===== config.mk =====
export PLATFORM = sky130hd
export DESIGN_NAME = parking_gate_controller_flat
export DESIGN_NICKNAME = d
export VERILOG_FILES = /design/src/rtl/parking_gate_controller_if.sv /design/src/rtl/parking_gate_controller.sv /design/src/flat_wrapper.sv
export SDC_FILE = /design/constraint.sdc
export NUM_CORES = 1
export LEC_CHECK = 0
export CORE_MARGIN = 3
export CORE_UTILIZATION = 46
export DETAILED_ROUTE_END_ITERATION = 16
export HOLD_SLACK_MARGIN = 0.03
export PLACE_DENSITY_LB_ADDON = 0.1
export SYNTH_ARGS = -nofsm -noshare
export SYNTH_HDL_FRONTEND = slang
export SYNTH_SLANG_ARGS = --single-unit

===== constraint.sdc =====
create_clock -name clk -period 2.2 [get_ports clk]
set_clock_uncertainty 0.15 [all_clocks]
set_input_delay 0.33 -clock clk [delete_from_list [all_inputs] [get_ports clk]]
set_output_delay 0.33 -clock clk [all_outputs]
set_load 0.05 [all_outputs]

===== src/rtl/parking_gate_controller_if.sv =====
// Vehicle-request and status bundle between the debouncers, the gate controller and the display/LED logic.
interface parking_gate_controller_if #(
  parameter int CNT_W = 4
);
  logic             entry_pulse;
  logic             exit_pulse;
  logic [CNT_W-1:0] occupancy;
  logic [CNT_W-1:0] free_slots;
  logic             full;
  logic             empty;
  logic             gate_open;
  logic             gate_dir;
  logic             entry_denied;
  logic             exit_error;
  logic             req_dropped;

  modport master (
    output entry_pulse, exit_pulse,
    input  occupancy, free_slots, full, empty, gate_open, gate_dir,
           entry_denied, exit_error, req_dropped
  );

  modport slave (
    input  entry_pulse, exit_pulse,
    output occupancy, free_slots, full, empty, gate_open, gate_dir,
           entry_denied, exit_error, req_dropped
  );
endinterface


===== src/rtl/parking_gate_controller.sv =====
// Occupancy tracker and single shared barrier sequencer; exits win arbitration since they free a slot.
module parking_gate_controller #(
  parameter int CAPACITY         = 8,
  parameter int CNT_W            = 4,
  parameter int GATE_OPEN_CYCLES = 50
) (
  input  logic                        clk,
  input  logic                        reset,
  parking_gate_controller_if.slave    bus
);
  localparam int               TMR_W    = $clog2(GATE_OPEN_CYCLES + 1);
  localparam logic [CNT_W-1:0] CAP_C    = CNT_W'(CAPACITY);
  localparam logic [TMR_W-1:0] TMR_LAST = TMR_W'(GATE_OPEN_CYCLES - 1);

  typedef enum logic [1:0] {
    ST_IDLE       = 2'd0,
    ST_ENTRY_OPEN = 2'd1,
    ST_EXIT_OPEN  = 2'd2
  } state_t;

  state_t           r_state, w_state_nxt;
  logic [TMR_W-1:0] r_tmr, w_tmr_nxt;
  logic [CNT_W-1:0] r_occ, w_occ_nxt;
  logic [CNT_W-1:0] r_free;
  logic             r_full, r_empty;
  logic             r_pend_en, w_pend_en_nxt;
  logic             r_pend_ex, w_pend_ex_nxt;
  logic             r_gate_open, w_gate_open_nxt;
  logic             r_gate_dir, w_gate_dir_nxt;
  logic             r_denied, w_denied;
  logic             r_err, w_err;
  logic             r_drop, w_drop;
  logic             w_entry_req, w_exit_req;

  assign w_entry_req = bus.entry_pulse | r_pend_en;
  assign w_exit_req  = bus.exit_pulse  | r_pend_ex;

  always_comb begin
    w_state_nxt     = r_state;
    w_tmr_nxt       = r_tmr;
    w_occ_nxt       = r_occ;
    w_pend_en_nxt   = r_pend_en;
    w_pend_ex_nxt   = r_pend_ex;
    w_gate_open_nxt = 1'b0;
    w_gate_dir_nxt  = r_gate_dir;
    w_denied        = 1'b0;
    w_err           = 1'b0;
    w_drop          = 1'b0;

    case (r_state)
      ST_IDLE: begin
        w_tmr_nxt = '0;
        if (w_exit_req && (r_occ != '0)) begin
          w_state_nxt     = ST_EXIT_OPEN;
          w_occ_nxt       = r_occ - CNT_W'(1);
          w_gate_open_nxt = 1'b1;
          w_gate_dir_nxt  = 1'b1;
          w_pend_ex_nxt   = 1'b0;
          w_pend_en_nxt   = w_entry_req;
        end else begin
          // An exit from an empty lot is rejected and the entry still gets this cycle.
          if (w_exit_req) begin
            w_err         = 1'b1;
            w_pend_ex_nxt = 1'b0;
          end
          if (w_entry_req) begin
            w_pend_en_nxt = 1'b0;
            if (r_occ != CAP_C) begin
              w_state_nxt     = ST_ENTRY_OPEN;
              w_occ_nxt       = r_occ + CNT_W'(1);
              w_gate_open_nxt = 1'b1;
              w_gate_dir_nxt  = 1'b0;
            end else begin
              w_denied = 1'b1;
            end
          end
        end
      end

      ST_ENTRY_OPEN, ST_EXIT_OPEN: begin
        if (r_tmr == TMR_LAST) begin
          w_state_nxt = ST_IDLE;
          w_tmr_nxt   = '0;
        end else begin
          w_tmr_nxt       = r_tmr + TMR_W'(1);
          w_gate_open_nxt = 1'b1;
        end
        // Only one request of each kind can wait; a second one is lost.
        if (bus.entry_pulse) begin
          if (r_pend_en) w_drop        = 1'b1;
          else           w_pend_en_nxt = 1'b1;
        end
        if (bus.exit_pulse) begin
          if (r_pend_ex) w_drop        = 1'b1;
          else           w_pend_ex_nxt = 1'b1;
        end
      end

      default: begin
        w_state_nxt = ST_IDLE;
        w_tmr_nxt   = '0;
      end
    endcase
  end

  always_ff @(posedge clk) begin
    if (reset) begin
      r_state     <= ST_IDLE;
      r_tmr       <= '0;
      r_occ       <= '0;
      r_free      <= CAP_C;
      r_full      <= 1'b0;
      r_empty     <= 1'b1;
      r_pend_en   <= 1'b0;
      r_pend_ex   <= 1'b0;
      r_gate_open <= 1'b0;
      r_gate_dir  <= 1'b0;
      r_denied    <= 1'b0;
      r_err       <= 1'b0;
      r_drop      <= 1'b0;
    end else begin
      r_state     <= w_state_nxt;
      r_tmr       <= w_tmr_nxt;
      r_occ       <= w_occ_nxt;
      r_free      <= CAP_C - w_occ_nxt;
      r_full      <= (w_occ_nxt == CAP_C);
      r_empty     <= (w_occ_nxt == '0);
      r_pend_en   <= w_pend_en_nxt;
      r_pend_ex   <= w_pend_ex_nxt;
      r_gate_open <= w_gate_open_nxt;
      r_gate_dir  <= w_gate_dir_nxt;
      r_denied    <= w_denied;
      r_err       <= w_err;
      r_drop      <= w_drop;
    end
  end

  assign bus.occupancy    = r_occ;
  assign bus.free_slots   = r_free;
  assign bus.full         = r_full;
  assign bus.empty        = r_empty;
  assign bus.gate_open    = r_gate_open;
  assign bus.gate_dir     = r_gate_dir;
  assign bus.entry_denied = r_denied;
  assign bus.exit_error   = r_err;
  assign bus.req_dropped  = r_drop;
endmodule


===== src/flat_wrapper.sv =====
// flat-port wrapper written by rule: the top's interface ports become plain ports
module parking_gate_controller_flat 
#(
  parameter int CAPACITY         = 8,
  parameter int CNT_W            = 4,
  parameter int GATE_OPEN_CYCLES = 50
)
  (clk, reset, bus_entry_pulse, bus_exit_pulse, bus_occupancy, bus_free_slots, bus_full, bus_empty, bus_gate_open, bus_gate_dir, bus_entry_denied, bus_exit_error, bus_req_dropped);
  parking_gate_controller_if #(.CNT_W(CNT_W)) bus_i ();
  input  logic clk;
  input  logic reset;
  input wire logic [$bits(bus_i.entry_pulse)-1:0] bus_entry_pulse;
  input wire logic [$bits(bus_i.exit_pulse)-1:0] bus_exit_pulse;
  output wire logic [$bits(bus_i.occupancy)-1:0] bus_occupancy;
  output wire logic [$bits(bus_i.free_slots)-1:0] bus_free_slots;
  output wire logic [$bits(bus_i.full)-1:0] bus_full;
  output wire logic [$bits(bus_i.empty)-1:0] bus_empty;
  output wire logic [$bits(bus_i.gate_open)-1:0] bus_gate_open;
  output wire logic [$bits(bus_i.gate_dir)-1:0] bus_gate_dir;
  output wire logic [$bits(bus_i.entry_denied)-1:0] bus_entry_denied;
  output wire logic [$bits(bus_i.exit_error)-1:0] bus_exit_error;
  output wire logic [$bits(bus_i.req_dropped)-1:0] bus_req_dropped;
  assign bus_i.entry_pulse = bus_entry_pulse;
  assign bus_i.exit_pulse = bus_exit_pulse;
  assign bus_occupancy = bus_i.occupancy;
  assign bus_free_slots = bus_i.free_slots;
  assign bus_full = bus_i.full;
  assign bus_empty = bus_i.empty;
  assign bus_gate_open = bus_i.gate_open;
  assign bus_gate_dir = bus_i.gate_dir;
  assign bus_entry_denied = bus_i.entry_denied;
  assign bus_exit_error = bus_i.exit_error;
  assign bus_req_dropped = bus_i.req_dropped;
  parking_gate_controller #(.CAPACITY(CAPACITY), .CNT_W(CNT_W), .GATE_OPEN_CYCLES(GATE_OPEN_CYCLES)) u_core (.clk(clk), .reset(reset), .bus(bus_i));
endmodule

* After elaboration in Yosys (flattened, before gate mapping) *
Index checks and enable logic that the tools add are counted.

word-level totals
  logic and storage cells = 80
  memories = 0
  output and inout port bits = 15
  ROM bits = 0
  latch bits = 0
  register bits after elaboration = 25
  RAM bits = 0

operators by class
  equal/unequal tests = 11
  $lt $le $gt $ge = 0
  multiplexer cells = 31
  add/subtract/negate cells = 4
  reductions and logical operators = 16
  shift operators = 0
  multiply operators = 0
  div/mod/pow operators = 0
  bitwise gates (word level) = 5

operator list
  kind                                                   number
  2-to-1 mux 1 bit                                       19
  2-to-1 mux 4 bit                                       4
  AND reduction 3 bit                                    4
  inequality test 3 x 1 -> 1 bit, second input constant  3
  2-to-1 mux 2 bit                                       4
  adder 6 x 1 -> 6 bit, second input constant            1
  == test 6 bit, second input constant                   1
  one-hot mux 1 bit (2 select lines)                     3
  nonzero test 2 bit                                     3
  OR reduction 3 bit                                     2
  adder 4 x 1 -> 4 bit, second input constant            1
  == test 4 bit, second input constant                   1
  zero test 4 bit                                        1
  inequality test 2 bit, second input constant           2
  inequality test 4 bit, second input constant           1
  one-hot mux 2 bit (2 select lines)                     1
  nonzero test 4 bit                                     1
  OR reduction 2 bit                                     2
  OR reduction 4 bit                                     1
  subtractor 4 x 1 -> 4 bit, second input constant       1
  subtractor 4 bit, first input constant                 1
  NOT 1 bit                                              3
  == test 2 x 1 -> 1 bit, second input constant          1
  == test 2 bit, second input constant                   1
  other kinds (4)                                        5

* Depth between registers and ports, before layout *
Gate-level depths: netlist of the first run.

  depth after elaboration = 6
  mapped depth = 9

* Worst setup path before layout of the first run *
OpenSTA, ideal clock, no wires.

  path kind = register to register
  from = register, netlist name u_core.bus.free_slots[0]
  to = register u_core.r_free[2] (netlist: u_core.bus.free_slots[2])
  slack = -275 ps
  data arrival time = 2197 ps
  stages on the path, launching flop included = 10
  library setup time = 128 ps
  cells stage by stage = dfxtp_1 -> inv_1 -> ha_1 -> and3b_1 -> nor2_2 -> o21a_4 -> xnor2_4 -> ha_1 -> xnor2_1 -> nor2_1

RTL lines
  item                  RTL line                        text
  end signal, assigned  parking_gate_controller.sv:125  r_free <= CAP_C - w_occ_nxt;
  end, declared         parking_gate_controller.sv:24   logic [CNT_W-1:0] r_free;

* Final worst setup path of the first run *
  from = register u_core.r_occ[3] (netlist: u_core.bus.occupancy[3])
  to = output bus_occupancy[3]

RTL lines
  item                    RTL line                        text
  start, declared         parking_gate_controller.sv:23   logic [CNT_W-1:0] r_occ, w_occ_nxt;
  start signal, assigned  parking_gate_controller.sv:124  r_occ <= w_occ_nxt;
  end, declared           flat_wrapper.sv:14              output wire logic [$bits(bus_i.occupancy)-1:0] bus_occupancy;

No word-level cell between the ends.

==> impl_results.md, run 1 <==
- Outcome: complete, no violations
- Critical path peak fanout: 4
- Filler cell count in the final layout: 195
- Final cell count without fillers: 177
- Final hold slack: 0.3118 ns
- Worst r2r dst: u_core.bus.free_slots[2]
- Synth warnings: 0
- Clk sinks: 24
- Multi-input gate area: 619.3 sq um
- Largest net degree at the start of global routing: 15
- Die Span Y: 56.19 um
- Cell family with most CP delay: buffers and inverters
- Setup TNS: 0 ns
- Worst setup endpoint: bus_occupancy[3]
- Via count: 937
- Top Ports: 19
- Final cycle utilization of the critical path: 95.88%
- Global route overflow: 0
- CTS tree: yes
- Starting density of the core: 50.44%
- Synthesis-to-layout area growth: 27.86%
- Antenna violations before repair: 0
- Antenna-violating nets left: 0
- Antenna diode count: 0
- Clk Latency, worst-skew pair: 0.31 ns
- Relative slew slack: 66.71%
- Crit path DAT: 1.63 ns
- Asr flop ratio synth: 0%
- Clk buf depth: 2
- Post-DR vias/cell: 5.294
- Post-synth top area cell: dfxtp_1
- IO Port Bufs: 18
- Hold Violations, Final: 0
- Slowest stage delay, CP: 0.85 ns
- Routed len/inst: 13.31 um
- Cell chain of the critical path: clkdlybuf4s50_1
- Worst r2r src: u_core.bus.free_slots[0]
- Crit path buffers/inverters: 1
- Max Cap Viol: 0
- Commonest cells post-synth: dfxtp_1, nor2_1, inv_1
- Crit path from: u_core.bus.occupancy[3]
- Hold Crit Class: register to register
- Avg Synthesized Cell Area: 9.575 sq um
- DRC Markers: 0
- Min cycle time layout: 2.109 ns
- Worst-path clk slew: 0.13 ns
- Setup CP Type: register to primary output
- Stages on worst setup path: 1
- Leakage power: 0.0005945 uW
- Worst-case reg-to-reg path depth: 9
- Die X: 56.19 um
- Slew Limit Fails: 0
- Final setup viols: 0
- CP Launch Type: register
- Syn_nets: 132
- Synthesized area: 0.001159 sq mm
- Share of cells above drive strength 1: 22.82%
- 1st-iter DRT viols: 21
- Post-synth EDFFs: 0
- # rows: 17
- Post-synth cell types: 41
- Final layout net count: 161
- Fmax achieved: 474.1 MHz
- Root cell of the clock tree: clkbuf_4
- Placed cells: 172
- Top cells by area, synth: dfxtp_1, ha_1, nor2_1
- Final HPWL DP: 1.813 mm
- Total GRT Usage: 15.99%
- Flop2flop setup slack: 0.13 ns
- Cts bufs inserted: 3
- Yosys reg bits: 24
- Reg area: 485.5 sq um
- Seq/Total Area, Yosys: 41.47%
- Fin util: 64.49%
- Slew at the pin with the worst max-slew slack: 0.4978 ns
- Required @ worst endpoint: 1.72 ns
- CP max stage cell: clkdlybuf4s50_1
- WHS Path Cells: 2
- Vias in the first global route: 934
- P per Cell Area: 1673 mW/mm^2
- # hold bufs at CTS: 0
- Placer congestion estimate: 0.8794
- Core Box Area: 0.002297 sq mm
- CP endpoint kind: primary output
- H-tree depth: 1
- First-pass GRT wire length: 4.057 mm
- RSZ-0062 raised after global routing: false
- Pre-antenna DRT Iters: 4
- Detailed Route WL: 2.355 mm
- Top cell type's share of synthesized area: 41.47%
- Synth Flop Type: dfxtp_1
- Die area: 0.003157 sq mm
- Most common cell in the synthesized netlist: dfxtp_1
- Syn Inst Count: 121
- Worst-case vdd ir drop: 1.027 mV
## logic make-up after synthesis
logic type,after synthesis,share of synthesized area [%]
multiplexers,1,0.8640
AO/OA/AOI/OAI,22,14.79
XOR/XNOR,8,7.668
AND/OR/NAND/NOR,45,22.46
flip-flops,24,41.47
buffers and inverters,14,5.183
adder cells (fa/ha/maj),7,7.559
## registers in the layout, summed over array words and instances (netlist names)
| register | flops |
|---|---|
| u_core.bus.empty | 1 |
| u_core.bus.entry_denied | 1 |
| u_core.bus.exit_error | 1 |
| u_core.bus.free_slots | 4 |
| u_core.bus.full | 1 |
| u_core.bus.gate_dir | 1 |
| u_core.bus.gate_open | 1 |
| u_core.bus.occupancy | 3 |
| u_core.bus.req_dropped | 1 |
| u_core.r_pend_en | 1 |
| u_core.r_pend_ex | 1 |
| u_core.r_state | 2 |
| u_core.r_tmr | 6 |
## placed cells by master, fill, tap and decap left out, types with 2 or more instances in the layout
master | netlist | layout
nor2_2 | 2 | 2
and3_1 | 2 | 2
buf_4 | 2 | 12
dfxtp_1 | 24 | 22
inv_1 | 9 | 9
a211oi_1 | 2 | 2
ha_1 | 7 | 7
nor4_1 | 3 | 3
nor3_1 | 4 | 4
clkdlybuf4s50_1 | 0 | 17
nor2_4 | 2 | 2
o21ai_0 | 2 | 2
a21oi_1 | 5 | 5
xnor2_1 | 3 | 3
nand2_1 | 3 | 3
or2_2 | 2 | 2
clkbuf_4 | 0 | 3
nor2_1 | 16 | 16
nor2b_1 | 2 | 2
nand3_1 | 3 | 3
xor2_1 | 4 | 4
## cell type report
cell class	count	area share, %
tap	28	2.365
inverter	9	2.280
timing repair buffer	29	17.57
sequential	24	32.77
multi-input combinational	83	41.81
clock buffer	4	3.209
## per-stage QoR
| step | power, uW | setup slack, ns | cell area (sq um) |
|---|---|---|---|
| 5_1_grt | 2645 | 0.003426 | 1481 |
| 6_report | 2478 | 0.09058 | 1481 |
| 3_5_place_dp | 2195 | -0.005870 | 1425 |
| 2_1_floorplan | 1738 | 0.02609 | 1164 |
| 3_3_place_gp | 2184 | -0.007896 | 1425 |
| 4_1_cts | 2475 | 0.07165 | 1473 |
## report_power, final
group | internal [uW] | switching, uW | leakage, uW
Combinational | 659 | 883 | 0.000371
Clock | 139 | 132 | 0.0000261
Sequential | 564 | 101 | 0.000198
Total | 1360 | 1120 | 0.000594
## repair_timing
item | CTS | global route
setup buffers | 0 | 1
gates resized for setup | 0 | 1
endpoints found under the setup margin | 0 | 2
## routing by layer
layer	global-route usage (%)	vias to the layer above	share of wire (%)
li1	-	477	-
met5	0	-	0
met3	2.552	2	4.4
met4	5.424	0	0.72
met1	21.19	437	50
met2	26.21	21	45
## worst min-delay path by stage
stage,from,to
finish,u_core.bus.gate_dir,u_core.bus.gate_dir
global route,u_core.r_tmr[0],u_core.r_tmr[0]
CTS,u_core.bus.gate_dir,u_core.bus.gate_dir
detailed placement,u_core.bus.gate_dir,u_core.bus.gate_dir
global placement,u_core.r_tmr[0],u_core.r_tmr[0]
floorplan,u_core.r_tmr[0],u_core.r_tmr[0]
Note: power is estimated with default switching activity, not from simulation.
==> run 2: changes to the inputs <==
Settings changed: SETUP_SLACK_MARGIN from default to 0.2.
==> run 2 against run 1 <==
Cell count rose by 4.0%. Clock-buffer cell count unchanged. Routed wire length is 15% higher. Critical path depth up 6. Non-clock buffer count increased by 7. Register-to-register slack improved by 0.10 ns. First-iteration DRC count rose by 57%. Critical endpoint is now u_core.bus.free_slots[1]. Largest power group unchanged.
==> impl_results.md, run 2 (synthesized netlist as in run 1, its figures left out) <==
- P per Cell Area: 1702 mW/mm^2 (+1.7%)
- Fmax achieved: 502.5 MHz (+6.0%)
- Detailed Route WL: 2.702 mm (+15%)
- Commonest non-fill, non-tap cells in the layout: dfxtp_1, nor2_1, buf_4
- Starting density of the core: 50.44% (unchanged)
- CTS tree: yes
- Pre-antenna DRT Iters: 4 (unchanged)
- Slew Limit Fails: 0 (unchanged)
- Placed cells: 171 (-0.58%)
- CP max stage cell: clkdlybuf4s50_1
- Worst-case reg-to-reg path depth: 8 (-1)
- 1st-iter DRT viols: 33 (+57%)
- Share of cells above drive strength 1: 33.97% (+11 points)
- First-pass GRT wire length: 4.002 mm (-1.4%)
- Total GRT Usage: 15.90% (-0.088 points)
- Final cell count without fillers: 184 (+4.0%)
- Filler cell count in the final layout: 180 (-7.7%)
- Core Box Area: 0.002297 sq mm (unchanged)
- Leakage power: 0.0006902 uW (+16%)
- Synthesis-to-layout area growth: 40.39%
- Vias in the first global route: 883 (-5.5%)
- Die X: 56.19 um (unchanged)
- Min cycle time layout: 1.990 ns (-0.1192 ns)
- Max Cap Viol: 0 (unchanged)
- CP endpoint kind: register
- Post-DR vias/cell: 5.478 (+3.5%)
- Root cell of the clock tree: clkbuf_4
- Flop2flop setup slack: 0.23 ns (+0.10 ns)
- RSZ-0062 raised after global routing: true
- Die Span Y: 56.19 um (unchanged)
- Critical path peak fanout: 5 (+1)
- CP Launch Type: primary input
- Outcome: complete, no violations
- Antenna-violating nets left: 0 (unchanged)
- DRC Markers: 0 (unchanged)
- Cell chain of the critical path: clkdlybuf4s50_1 > nor2_1 > nor2_4 > o21a_4 > xnor2_4 > ha_4 > nor2b_1
- Clk Latency, worst-skew pair: 0.32 ns (about the same)
- Required @ worst endpoint: 2.26 ns (+0.54 ns)
- WHS Path Cells: 2 (unchanged)
- Antenna diode count: 0 (unchanged)
- Die area: 0.003157 sq mm (unchanged)
- Slowest stage delay, CP: 0.47 ns (-0.38 ns)
- Worst-path clk slew: 0.13 ns (about the same)
- Global route overflow: 0 (unchanged)
- Final cycle utilization of the critical path: 90.46% (-5.4 points)
- Hold Violations, Final: 0 (unchanged)
- Setup CP Type: primary input to register
- Clk buf depth: 2 (unchanged)
- Final HPWL DP: 1.721 mm (-5.1%)
- # rows: 17 (unchanged)
- H-tree depth: 1 (unchanged)
- Commonest non-fill, non-tap cell in the layout: dfxtp_1
- DP Worst Slack: -0.02221 ns (-0.01634 ns)
- Top Ports: 19 (unchanged)
- Relative slew slack: 65.98% (-0.73 points)
- Via count: 1008 (+7.6%)
- Biggest register: u_core.r_tmr
- Clk sinks: 24 (unchanged)
- Final hold slack: 0.3144 ns (+0.002523 ns)
- Largest net degree at the start of global routing: 14 (-1)
- Flip-flop count of the largest register after layout: 6 (unchanged)
- Hold Crit Class: register to register
- Routed len/inst: 14.68 um (+10%)
- Crit path DAT: 2.05 ns (+0.42 ns)
- Setup TNS: 0 ns (unchanged)
- Placer congestion estimate: 0.8787 (about the same)
- Worst-case vdd ir drop: 1.163 mV (+13%)
- Cts bufs inserted: 3 (unchanged)
- Setup WS post-layout: 0.2098 ns (+0.1192 ns)
- Slew at the pin with the worst max-slew slack: 0.5095 ns (+0.01166 ns)
- IO Port Bufs: 18 (unchanged)
- Power Total: 2768 uW (+12%)
- Antenna violations before repair: 0 (unchanged)
- Final layout net count: 168 (+4.3%)
- Final setup viols: 0 (unchanged)
run 2: final timing paths:
path | startpoint | end
min reg2reg | u_core.bus.gate_dir | u_core.bus.gate_dir
max reg2reg | u_core.bus.occupancy[1] | u_core.bus.free_slots[1]
min | u_core.bus.gate_dir | u_core.bus.gate_dir
max | bus_entry_pulse | u_core.bus.free_slots[1]
run 2: worst max-delay path, delay by kind of cell:
kind                     cells  cell delay (ns)
XOR/XNOR                     1             0.21
adder cells (fa/ha/maj)      1             0.22
AO/OA/AOI/OAI                1             0.25
buffers and inverters        1             0.47
AND/OR/NAND/NOR              3             0.57
run 2: where the power goes:
group	internal (uW)	total [uW]	switching [uW]	leakage, uW
Sequential	567	651	84.5	0.000199
Clock	70.9	200	129	0.0000150
Combinational	876	1920	1040	0.000476
run 2: per-stage QoR:
stage | instance area [sq um] | utilization, %
finish | 1627 | 70.81
global route | 1627 | 70.81
CTS | 1510 | 65.74
detailed placement | 1451 | 63.18
global placement | 1451 | 63.18
floorplan | 1195 | -
run 2: cell type report:
class | count | area (sq um) | area share (%)
clock buffer | 4 | 26.28 | 1.615
inverter | 9 | 36.28 | 2.231
multi-input combinational | 83 | 710.7 | 43.69
sequential | 24 | 490.5 | 30.15
tap | 28 | 35.03 | 2.154
timing repair buffer | 36 | 327.8 | 20.15
run 2: routing by layer:
layer,up-vias,global-route usage [%],share of wire (%)
li1,487,-,-
met1,472,20.93,43
met2,40,25.04,47
met3,9,3.016,6.1
met4,0,7.119,3.1
met5,-,0,0
run 2: timing repair:
action                     4_1_cts  5_1_grt
hold buffers                     0        0
hold endpoints to repair         0        0
setup buffers                    3        6
gates resized for setup          5       15
pin swaps                        0       10
setup endpoints to repair       10        9
